**src/rtl/imem_port_arbiter_if.sv**
```systemverilog
// Bundle between fetch/loader requesters, the arbiter and SRAM RW port 0.
// master = requester + macro side, slave = arbiter.
interface imem_port_arbiter_if #(
  parameter int ADDR_WIDTH = 32,
  parameter int DATA_WIDTH = 32,
  parameter int SRAM_AW    = 8
);
  logic                  fetch_req_i;
  logic [ADDR_WIDTH-1:0] fetch_addr_i;
  logic                  fetch_gnt_o;
  logic                  fetch_rvalid_o;
  logic [DATA_WIDTH-1:0] fetch_rdata_o;
  logic                  fetch_err_o;
  logic                  load_req_i;
  logic [ADDR_WIDTH-1:0] load_addr_i;
  logic [DATA_WIDTH-1:0] load_wdata_i;
  logic [3:0]            load_be_i;
  logic                  load_gnt_o;
  logic                  load_err_o;
  logic                  sram_csb0_o;
  logic                  sram_web0_o;
  logic [3:0]            sram_wmask0_o;
  logic [SRAM_AW-1:0]    sram_addr0_o;
  logic [DATA_WIDTH-1:0] sram_din0_o;
  logic [DATA_WIDTH-1:0] sram_dout0_i;

  modport master (
    output fetch_req_i, fetch_addr_i,
    output load_req_i, load_addr_i,
    output load_wdata_i, load_be_i,
    output sram_dout0_i,
    input  fetch_gnt_o, fetch_rvalid_o,
    input  fetch_rdata_o, fetch_err_o,
    input  load_gnt_o, load_err_o,
    input  sram_csb0_o, sram_web0_o,
    input  sram_wmask0_o, sram_addr0_o,
    input  sram_din0_o
  );

  modport slave (
    input  fetch_req_i, fetch_addr_i,
    input  load_req_i, load_addr_i,
    input  load_wdata_i, load_be_i,
    input  sram_dout0_i,
    output fetch_gnt_o, fetch_rvalid_o,
    output fetch_rdata_o, fetch_err_o,
    output load_gnt_o, load_err_o,
    output sram_csb0_o, sram_web0_o,
    output sram_wmask0_o, sram_addr0_o,
    output sram_din0_o
  );
endinterface

```
**src/rtl/imem_port_arbiter.sv**
```systemverilog
// Shares imem SRAM RW port 0 between fetch reads and loader writes.
// Optional stall counter: define IMEM_STALL_CNT_EN.
module imem_port_arbiter #(
  parameter int ADDR_WIDTH = 32,
  parameter int DATA_WIDTH = 32,
  parameter int SRAM_AW    = 8,
  parameter int RD_LATENCY = 2
) (
  input  logic        clk,
  input  logic        rst_n,
  imem_port_arbiter_if.slave bus,
  output logic [31:0] stall_cnt_o
);

  typedef enum logic [1:0] {
    RUN,
    DRAIN,
    LOAD
  } state_t;

  state_t state_q, state_d;

  logic [RD_LATENCY-1:0] vld_q;
  logic [RD_LATENCY-1:0] err_q;
  logic [DATA_WIDTH-1:0] dat_q [1:RD_LATENCY-1];

  logic                  fetch_bad;
  logic                  load_bad;
  logic                  busy;
  logic                  fetch_gnt;
  logic                  load_gnt;
  logic                  load_err;
  logic                  csb;
  logic                  web;
  logic [3:0]            wmask;
  logic [SRAM_AW-1:0]    addr;
  logic [DATA_WIDTH-1:0] din;
  logic                  unused_load_lsb;

  assign fetch_bad =
    (bus.fetch_addr_i[1:0] != 2'b00) |
    (bus.fetch_addr_i[ADDR_WIDTH-1:SRAM_AW+2] != '0);
  assign load_bad =
    bus.load_addr_i[ADDR_WIDTH-1:SRAM_AW+2] != '0;
  assign busy = |vld_q;
  assign unused_load_lsb = ^bus.load_addr_i[1:0];

  // FSM state register
  always_ff @(posedge clk or negedge rst_n) begin
    if (!rst_n) state_q <= RUN;
    else        state_q <= state_d;
  end

  // Next state, grants and SRAM port drive
  always_comb begin
    state_d   = state_q;
    fetch_gnt = 1'b0;
    load_gnt  = 1'b0;
    load_err  = 1'b0;
    csb       = 1'b1;
    web       = 1'b1;
    wmask     = 4'h0;
    addr      = '0;
    din       = '0;
    unique case (state_q)
      RUN: begin
        fetch_gnt = bus.fetch_req_i & ~bus.load_req_i;
        if (bus.load_req_i)
          state_d = busy ? DRAIN : LOAD;
      end
      DRAIN: begin
        if (!bus.load_req_i) state_d = RUN;
        else if (!busy)      state_d = LOAD;
      end
      LOAD: begin
        load_gnt = bus.load_req_i;
        if (!bus.load_req_i) state_d = RUN;
      end
      default: state_d = RUN;
    endcase
    if (fetch_gnt && !fetch_bad) begin
      csb  = 1'b0;
      addr = bus.fetch_addr_i[SRAM_AW+1:2];
    end
    if (load_gnt) begin
      load_err = load_bad;
      if (!load_bad) begin
        csb   = 1'b0;
        web   = 1'b0;
        wmask = bus.load_be_i;
        addr  = bus.load_addr_i[SRAM_AW+1:2];
        din   = bus.load_wdata_i;
      end
    end
  end

  // Valid/err tag shift register, one slot per cycle of latency
  always_ff @(posedge clk or negedge rst_n) begin
    if (!rst_n) begin
      vld_q <= '0;
      err_q <= '0;
    end else begin
      vld_q <= {vld_q[RD_LATENCY-2:0], fetch_gnt};
      err_q <= {err_q[RD_LATENCY-2:0], fetch_gnt & fetch_bad};
    end
  end

  // Capture macro data the cycle after the grant, then delay to match tags
  always_ff @(posedge clk or negedge rst_n) begin
    if (!rst_n) begin
      for (int k = 1; k < RD_LATENCY; k++) dat_q[k] <= '0;
    end else begin
      dat_q[1] <= (vld_q[0] && !err_q[0]) ? bus.sram_dout0_i : '0;
      for (int k = 2; k < RD_LATENCY; k++) dat_q[k] <= dat_q[k-1];
    end
  end

`ifdef IMEM_STALL_CNT_EN
  logic [31:0] stall_q;

  // Saturating count of cycles a fetch waits without a grant
  always_ff @(posedge clk or negedge rst_n) begin
    if (!rst_n)
      stall_q <= '0;
    else if (bus.fetch_req_i && !fetch_gnt && stall_q != 32'hFFFF_FFFF)
      stall_q <= stall_q + 32'd1;
  end

  assign stall_cnt_o = stall_q;
`else
  assign stall_cnt_o = 32'd0;
`endif

  assign bus.fetch_gnt_o    = fetch_gnt;
  assign bus.fetch_rvalid_o = vld_q[RD_LATENCY-1];
  assign bus.fetch_err_o    = vld_q[RD_LATENCY-1] & err_q[RD_LATENCY-1];
  assign bus.fetch_rdata_o  = dat_q[RD_LATENCY-1];
  assign bus.load_gnt_o     = load_gnt;
  assign bus.load_err_o     = load_err;
  assign bus.sram_csb0_o    = csb;
  assign bus.sram_web0_o    = web;
  assign bus.sram_wmask0_o  = wmask;
  assign bus.sram_addr0_o   = addr;
  assign bus.sram_din0_o    = din;

endmodule

```
**src/flat_wrapper.sv**
```systemverilog
// flat-port wrapper written by rule: the top's interface ports become plain ports
module imem_port_arbiter_flat 
#(
  parameter int ADDR_WIDTH = 32,
  parameter int DATA_WIDTH = 32,
  parameter int SRAM_AW    = 8,
  parameter int RD_LATENCY = 2
)
  (clk, rst_n, stall_cnt_o, bus_fetch_req_i, bus_fetch_addr_i, bus_load_req_i, bus_load_addr_i, bus_load_wdata_i, bus_load_be_i, bus_sram_dout0_i, bus_fetch_gnt_o, bus_fetch_rvalid_o, bus_fetch_rdata_o, bus_fetch_err_o, bus_load_gnt_o, bus_load_err_o, bus_sram_csb0_o, bus_sram_web0_o, bus_sram_wmask0_o, bus_sram_addr0_o, bus_sram_din0_o);
  imem_port_arbiter_if #(.ADDR_WIDTH(ADDR_WIDTH), .DATA_WIDTH(DATA_WIDTH), .SRAM_AW(SRAM_AW)) bus_i ();
  input  logic clk;
  input  logic rst_n;
  output logic [31:0] stall_cnt_o;
  input wire logic [$bits(bus_i.fetch_req_i)-1:0] bus_fetch_req_i;
  input wire logic [$bits(bus_i.fetch_addr_i)-1:0] bus_fetch_addr_i;
  input wire logic [$bits(bus_i.load_req_i)-1:0] bus_load_req_i;
  input wire logic [$bits(bus_i.load_addr_i)-1:0] bus_load_addr_i;
  input wire logic [$bits(bus_i.load_wdata_i)-1:0] bus_load_wdata_i;
  input wire logic [$bits(bus_i.load_be_i)-1:0] bus_load_be_i;
  input wire logic [$bits(bus_i.sram_dout0_i)-1:0] bus_sram_dout0_i;
  output wire logic [$bits(bus_i.fetch_gnt_o)-1:0] bus_fetch_gnt_o;
  output wire logic [$bits(bus_i.fetch_rvalid_o)-1:0] bus_fetch_rvalid_o;
  output wire logic [$bits(bus_i.fetch_rdata_o)-1:0] bus_fetch_rdata_o;
  output wire logic [$bits(bus_i.fetch_err_o)-1:0] bus_fetch_err_o;
  output wire logic [$bits(bus_i.load_gnt_o)-1:0] bus_load_gnt_o;
  output wire logic [$bits(bus_i.load_err_o)-1:0] bus_load_err_o;
  output wire logic [$bits(bus_i.sram_csb0_o)-1:0] bus_sram_csb0_o;
  output wire logic [$bits(bus_i.sram_web0_o)-1:0] bus_sram_web0_o;
  output wire logic [$bits(bus_i.sram_wmask0_o)-1:0] bus_sram_wmask0_o;
  output wire logic [$bits(bus_i.sram_addr0_o)-1:0] bus_sram_addr0_o;
  output wire logic [$bits(bus_i.sram_din0_o)-1:0] bus_sram_din0_o;
  assign bus_i.fetch_req_i = bus_fetch_req_i;
  assign bus_i.fetch_addr_i = bus_fetch_addr_i;
  assign bus_i.load_req_i = bus_load_req_i;
  assign bus_i.load_addr_i = bus_load_addr_i;
  assign bus_i.load_wdata_i = bus_load_wdata_i;
  assign bus_i.load_be_i = bus_load_be_i;
  assign bus_i.sram_dout0_i = bus_sram_dout0_i;
  assign bus_fetch_gnt_o = bus_i.fetch_gnt_o;
  assign bus_fetch_rvalid_o = bus_i.fetch_rvalid_o;
  assign bus_fetch_rdata_o = bus_i.fetch_rdata_o;
  assign bus_fetch_err_o = bus_i.fetch_err_o;
  assign bus_load_gnt_o = bus_i.load_gnt_o;
  assign bus_load_err_o = bus_i.load_err_o;
  assign bus_sram_csb0_o = bus_i.sram_csb0_o;
  assign bus_sram_web0_o = bus_i.sram_web0_o;
  assign bus_sram_wmask0_o = bus_i.sram_wmask0_o;
  assign bus_sram_addr0_o = bus_i.sram_addr0_o;
  assign bus_sram_din0_o = bus_i.sram_din0_o;
  imem_port_arbiter #(.ADDR_WIDTH(ADDR_WIDTH), .DATA_WIDTH(DATA_WIDTH), .SRAM_AW(SRAM_AW), .RD_LATENCY(RD_LATENCY)) u_core (.clk(clk), .rst_n(rst_n), .bus(bus_i), .stall_cnt_o(stall_cnt_o));
endmodule
```
**config.mk**
```make
export PLATFORM = sky130hd
export DESIGN_NAME = imem_port_arbiter_flat
export DESIGN_NICKNAME = d
export VERILOG_FILES = /design/src/rtl/imem_port_arbiter_if.sv /design/src/rtl/imem_port_arbiter.sv /design/src/flat_wrapper.sv
export SDC_FILE = /design/constraint.sdc
export NUM_CORES = 1
export LEC_CHECK = 0
export CAP_MARGIN = 5
export CORE_AREA = 4 4 95 97
export DETAILED_ROUTE_END_ITERATION = 8
export DIE_AREA = 0 0 99 101
export PLACE_DENSITY = 0.78
export SETUP_SLACK_MARGIN = 0.5
export SYNTH_ARGS = -nofsm -noshare
export SYNTH_HDL_FRONTEND = slang
export SYNTH_SLANG_ARGS = --single-unit
```
**constraint.sdc**
```tcl
create_clock -name clk -period 4.2 [get_ports clk]
set_clock_uncertainty 0.15 [all_clocks]
set_input_delay 0.84 -clock clk [delete_from_list [all_inputs] [get_ports clk]]
set_output_delay 0.84 -clock clk [all_outputs]
set_load 0.03 [all_outputs]
```
# [After elaboration in Yosys (flattened, before gate mapping)]
# Index checks and enable logic that the tools add are counted.
[word_totals] reg_bits=38 out_inout_bits=115
[classes] eq_ne=5 mux=22 bitwise=5 reduce_logical=10
[op_table] operator="32-bit 2-to-1 mux" count=3
[op_table] operator="22-bit nonzero test" count=2
[op_table] operator="8-bit 2-to-1 mux" count=3
[op_table] operator="2-bit 2-to-1 mux" count=5
[op_table] operator="1-bit 2-to-1 mux" count=8
[op_table] operator="4-bit 2-to-1 mux" count=2
[op_table] operator="2-bit one-hot mux with 3 select lines" count=1
[op_table] operator="2-bit inequality test (second input constant)" count=2
[op_table] operator="1-bit bitwise AND" count=3
[op_table] operator="3-bit inequality test (second input constant)" count=1
[op_table] operator="3-bit AND reduction" count=1
[op_table] operator="2-bit by 1-bit == test with 1-bit output (second input constant)" count=1
[op_table] operator="2-bit == test (second input constant)" count=1
[op_table] operator="1-bit logical AND" count=2
[op_table] operator="1-bit logical NOT" count=2
[op_table] operator="2-bit logical NOT" count=1
[op_table] operator="2-bit nonzero test" count=1
[op_table] operator="2-bit OR reduction" count=1
[op_table] operator="1-bit NOT" count=1
[op_table] operator="1-bit OR" count=1

# [Logic depth before layout (Yosys ltp)]
[depth] depth_word=7 depth_mapped=6 ltp_nobuf=5

# [Worst setup path after synthesis]
# Ideal clock, no wire load.
[synth_path] path_kind="input to output" start="input port bus_load_req_i" end="output port bus_sram_addr0_o[0]" arrival_ps=2613 t_required_ps=3210 path_slack_ps=597 cell_stages=4 path_buffers=1 cell_sequence="nor4b_1 clkbuf_1 nand2_1 o32ai_1"
[synth_between] elab_chain_cells=7 word_cells_on_any_way=8 classes_between="mux (5); bitwise (2); reduce/logical (1)"
[synth_rtl] element="from (decl)" line_no="flat_wrapper.sv:16" source="input wire logic [$bits(bus_i.load_req_i)-1:0] bus_load_req_i;"
[synth_rtl] element="1-bit NOT (*)" line_no="imem_port_arbiter.sv:67" source="fetch_gnt = bus.fetch_req_i & ~bus.load_req_i;"
[synth_rtl] element="1-bit bitwise AND (*)" line_no="imem_port_arbiter.sv:67"
[synth_rtl] element="1-bit 2-to-1 mux (*)" line_no="imem_port_arbiter.sv:65" source="unique case (state_q)"
[synth_rtl] element="via bus_fetch_gnt_o" line_no="flat_wrapper.sv:21" source="output wire logic [$bits(bus_i.fetch_gnt_o)-1:0] bus_fetch_gnt_o;"
[synth_rtl] element="1-bit logical AND (*)" line_no="imem_port_arbiter.sv:81" source="if (fetch_gnt && !fetch_bad) begin"
[synth_rtl] element="8-bit 2-to-1 mux (*)" line_no="imem_port_arbiter.sv:81"
[synth_rtl] element="8-bit 2-to-1 mux" line_no="imem_port_arbiter.sv:87" source="if (!load_bad) begin"
[synth_rtl] element="8-bit 2-to-1 mux (*)" line_no="imem_port_arbiter.sv:85" source="if (load_gnt) begin"
[synth_rtl] element="to (decl)" line_no="flat_wrapper.sv:30" source="output wire logic [$bits(bus_i.sram_addr0_o)-1:0] bus_sram_addr0_o;"
# The timed path passes the listed nets; every way through them passes the cells marked *.

# [Worst setup path after layout]
[layout_path] start="input port bus_load_addr_i[14]" end="output port bus_sram_din0_o[17]"
[layout_between] elab_chain_cells=3
[layout_rtl] element="from (decl)" line_no="flat_wrapper.sv:17" source="input wire logic [$bits(bus_i.load_addr_i)-1:0] bus_load_addr_i;"
[layout_rtl] element="22-bit nonzero test" line_no="imem_port_arbiter.sv:44" source="bus.load_addr_i[ADDR_WIDTH-1:SRAM_AW+2] != '0;"
[layout_rtl] element="32-bit 2-to-1 mux" line_no="imem_port_arbiter.sv:87"
[layout_rtl] element="32-bit 2-to-1 mux" line_no="imem_port_arbiter.sv:85"
[layout_rtl] element="to (decl)" line_no="flat_wrapper.sv:31" source="output wire logic [$bits(bus_i.sram_din0_o)-1:0] bus_sram_din0_o;"
# Every way passes these cells.

==> results_tabular.tex <==
\begin{tabular}{lr}
\hline
Metric & Value \\
\hline
\multicolumn{2}{l}{\textbf{Run status}} \\
\quad Result of the run & complete, no violations \\
\multicolumn{2}{l}{\textbf{Logic synthesis}} \\
\quad Cells after synthesis & 205 \\
\quad FFs w/ async S/R, synth & 100\% \\
\quad Top cells by instance count after synthesis & and2\_1 (69), dfrtp\_1 (38), buf\_4 (33) \\
\quad Synthesized area per cell & 10.1 sq um \\
\quad Top post-synthesis cells by area & dfrtp\_1 (46\%), and2\_1 (21\%), buf\_4 (12\%) \\
\quad Number of flops mapped to enable cells by yosys & 0 \\
\quad Prevailing post-synth register cell & dfrtp\_1 \\
\quad Post-synthesis sequential element count & 38 \\
\quad Share of the synthesized area in the top cell type & between 40\% and 50\% \\
\quad Most used standard cell by instance count after synthesis & and2\_1 \\
\quad Synth unique cells & 25 \\
\quad Yosys warnings & 0 \\
\quad Sequential share of the synthesized area & 45.9\% \\
\quad Total standard cell area after synthesis & slightly above 2000 sq um \\
\quad Biggest area consumer among synthesized cells & dfrtp\_1 \\
\multicolumn{2}{l}{\textbf{Clocking}} \\
\quad Number of levels the H-tree was split into & 2 \\
\quad CTS sink count & 38 \\
\quad Register clock-pin slew on the reported worst setup and hold paths & 0.07 ns \\
\quad Maximum root-to-sink buffer count & 2 \\
\quad TritonCTS clock tree & built \\
\quad Clk Tree Root Cell & clkbuf\_8 \\
\quad CTS Buf Count & 5 \\
\quad Skew-Pair Late Insertion Delay & 0.28 ns \\
\multicolumn{2}{l}{\textbf{Power}} \\
\quad Sequential fraction of design power & 40.3\% \\
\quad Int Power & 0.709 mW \\
\quad Net switching power & 0.259 mW \\
\quad Leak pwr & a little over 2 nW \\
\quad Switching part of the total & 26.8\% \\
\quad Power per unit of standard cell area & between 200 and 250 nW/um\^{}2 \\
\quad Share of power burned in the clock network & 31.1\% \\
\quad Comb power frac & 28.6\% \\
\quad Max rail drop VDD & 166 uV \\
\multicolumn{2}{l}{\textbf{Cells and area}} \\
\quad Net total in the final layout & roughly 570 \\
\quad Area used by multi-input combinational logic & 1010 sq um \\
\quad Area growth from synthesis to layout & 116\% \\
\quad Seq. cell area & roughly 950 sq um \\
\quad Layout cell share with drive strength beyond 1 & 20.9\% \\
\quad Final instance area & 4460 sq um \\
\quad Antenna fix cells & 0 \\
\quad Final core occ & 54.8\% \\
\quad \# fillers & between 600 and 700 \\
\multicolumn{2}{l}{\textbf{Die}} \\
\quad Height of the die & 101 um \\
\quad Placeable core area & 8130 sq um \\
\quad Horizontal die dimension & 99 um \\
\quad Ports placed on the boundary & 251 \\
\quad Die area & 10000 sq um \\
\quad Number of standard-cell rows in the floorplan & 33 \\
\quad Initial cell density of the core & between 20\% and 30\% \\
\multicolumn{2}{l}{\textbf{Timing}} \\
\quad Post-Route Hold Slack & between 0.2 and 0.25 ns \\
\quad Crit path time final & approximately 3.6 ns \\
\quad Setup Viol. Count Final & 0 \\
\quad Fin crit share & 86.2\% \\
\quad Achievable clock frequency & 0.276 GHz \\
\quad Worst-Margin Slew & 0.810 ns \\
\quad Number of pins exceeding their max-slew limit in the final report & 0 \\
\quad Worst relative slew slack & a little under half \\
\quad Total negative slack & 0 ns \\
\quad Final Hold Violating Endpoints & 0 \\
\quad Setup repair after global routing missed its margin & false \\
\multicolumn{2}{l}{\textbf{Route}} \\
\quad Violation count after the first detailed-routing iteration & 77 \\
\quad Number of vias after detailed routing & $\sim$2200 \\
\quad Antenna viol nets, final & 0 \\
\quad Ratio of routed vias to standard cells & 4.07 \\
\quad DR DRC count & 0 \\
\quad Routed WL per cell & approximately 16 um \\
\quad Routed wire length & roughly 8800 um \\
\quad Count of TritonRoute iterations in the first routing pass & 4 \\
\multicolumn{2}{l}{\textbf{Placed design}} \\
\quad Final HPWL DP & roughly 7100 um \\
\quad Port buffer count & 216 \\
\quad Final weighted congestion in routability-driven placement & approximately 0.76 \\
\quad Area after detailed placement & 4120 sq um \\
\multicolumn{2}{l}{\textbf{Global routing}} \\
\quad Maximum number of pins on one net before global-route repair & 39 \\
\quad Wire length of the first global-routing pass & 12100 um \\
\quad Antenna violations before repair & 0 \\
\quad Number of global-route vias before repair & $\sim$2200 \\
\quad Aggregate global routing overflow & 0 \\
\quad Aggregate global-route resource usage & $\sim$15\% \\
\multicolumn{2}{l}{\textbf{Worst setup path}} \\
\quad Critical Path Sink Type & output port \\
\quad Largest fanout on the critical path & 5 \\
\quad Worst endpoint required time & between 3 and 4 ns \\
\quad Setup CP Type & input port to output port \\
\quad Endpoint arrival time on the critical path & roughly 2.6 ns \\
\quad Worst Setup Start Kind & input port \\
\multicolumn{2}{l}{\textbf{Worst hold path}} \\
\quad Hold/Removal Path Class & register to register \\
\multicolumn{2}{l}{\textbf{Flow run}} \\
\quad Reported max-cap violation count & 0 \\
\hline
\end{tabular}
## power by group through the flow
stage	Sequential (mW)	Combinational [mW]	Clock (mW)
3_5_place_dp	0.397	0.277	0
3_3_place_gp	0.396	0.274	0
4_1_cts	0.390	0.278	0.312
2_1_floorplan	0.425	0.0943	0
5_1_grt	0.392	0.294	0.330
6_report	0.390	0.276	0.301
## kinds of logic after synthesis
kind of cell,after synthesis,share of synthesized area (%)
flops,38,45.9
other cells,1,0.181
simple gates,114,35.4
compound gates,10,4.11
buf+inv,42,14.4
## state kept, by name (all words and copies together) (netlist names)
register,cells
u_core.state_q,2
u_core.vld_q,2
u_core.bus.fetch_rdata_o,32
u_core.err_q,2
## worst max-delay path: stages
cell,delay (ns)
clkdlybuf4s50_1,0.41
or4_4,0.46
nor4_4,0.33
buf_6,0.18
clkbuf_16,0.14
and2_1,0.14
buf_6,0.13
## layout by cell type (no fill, tap or decap), types with 3 or more instances in the layout
master           netlist  final
dfrtp_1               38     38
nand3_1                8      8
and2_1                69     53
conb_1                 1     32
and2_4                 0     16
nor4_4                 3      4
dlymetal6s2s_1         0      8
nor4_1                 6      5
clkdlybuf4s50_1        0    160
buf_6                  2     20
clkbuf_8               0      5
nor3_1                 3      3
nor2_1                 6      5
o32ai_1                7      7
buf_4                 33     33
nand2_1               10     10
## metrics by stage
step | worst slack (ns) | cells | total power [mW]
finish | 0.579 | 536 | 0.968
global route | 0.495 | 536 | 1.02
CTS | 0.478 | 531 | 0.980
detailed placement | 0.308 | 521 | 0.674
global placement | 0.321 | 521 | 0.671
floorplan | 0.597 | 236 | 0.519
## per-layer routing
layer	vias to the layer above	track usage (%)	part of all wire, %
met5	-	0	0
met4	0	2.21	0.58
met3	7	6.02	11
met2	127	29.5	56
met1	993	16.4	33
li1	1057	-	-
## repair_timing
action / in CTS / in global routing
gates resized for setup: 27 / 28
hold buffers: 0 / 0
setup buffers: 1 / 3
pin swaps: 1 / 7
setup endpoints to repair: 46 / 46
gates cloned: 1 / 2
## cell type report
| cell class | instances | area share, % |
|---|---|---|
| flip-flops and latches | 38 | 21.3 |
| well taps | 105 | 2.95 |
| inverters | 2 | 0.168 |
| clock buffers | 6 | 1.63 |
| clock inverters | 2 | 0.842 |
| repair buffers | 227 | 50.5 |
| multi-input cells | 156 | 22.6 |
## final timing paths
path / from / to / slack, ns / depth (start not counted)
setup reg to reg: u_core.state_q[1]$_DFFE_PN0P_ / u_core.err_q[0]$_DFF_PN0_ / 2.94 / 3
max in group asynchronous: rst_n / u_core.bus.fetch_rdata_o[6]$_DFF_PN0_ / 2.89 / 1
min in group asynchronous: rst_n / u_core.bus.fetch_rdata_o[25]$_DFF_PN0_ / 0.49 / 1
setup / recovery: bus_load_addr_i[14] / bus_sram_din0_o[17] / 0.58 / 7
hold / removal: u_core.err_q[0]$_DFF_PN0_ / u_core.err_q[1]$_DFF_PN0_ / 0.23 / 0
hold reg to reg: u_core.err_q[0]$_DFF_PN0_ / u_core.err_q[1]$_DFF_PN0_ / 0.23 / 0
No activity file was read; power rests on OpenSTA's default activity.
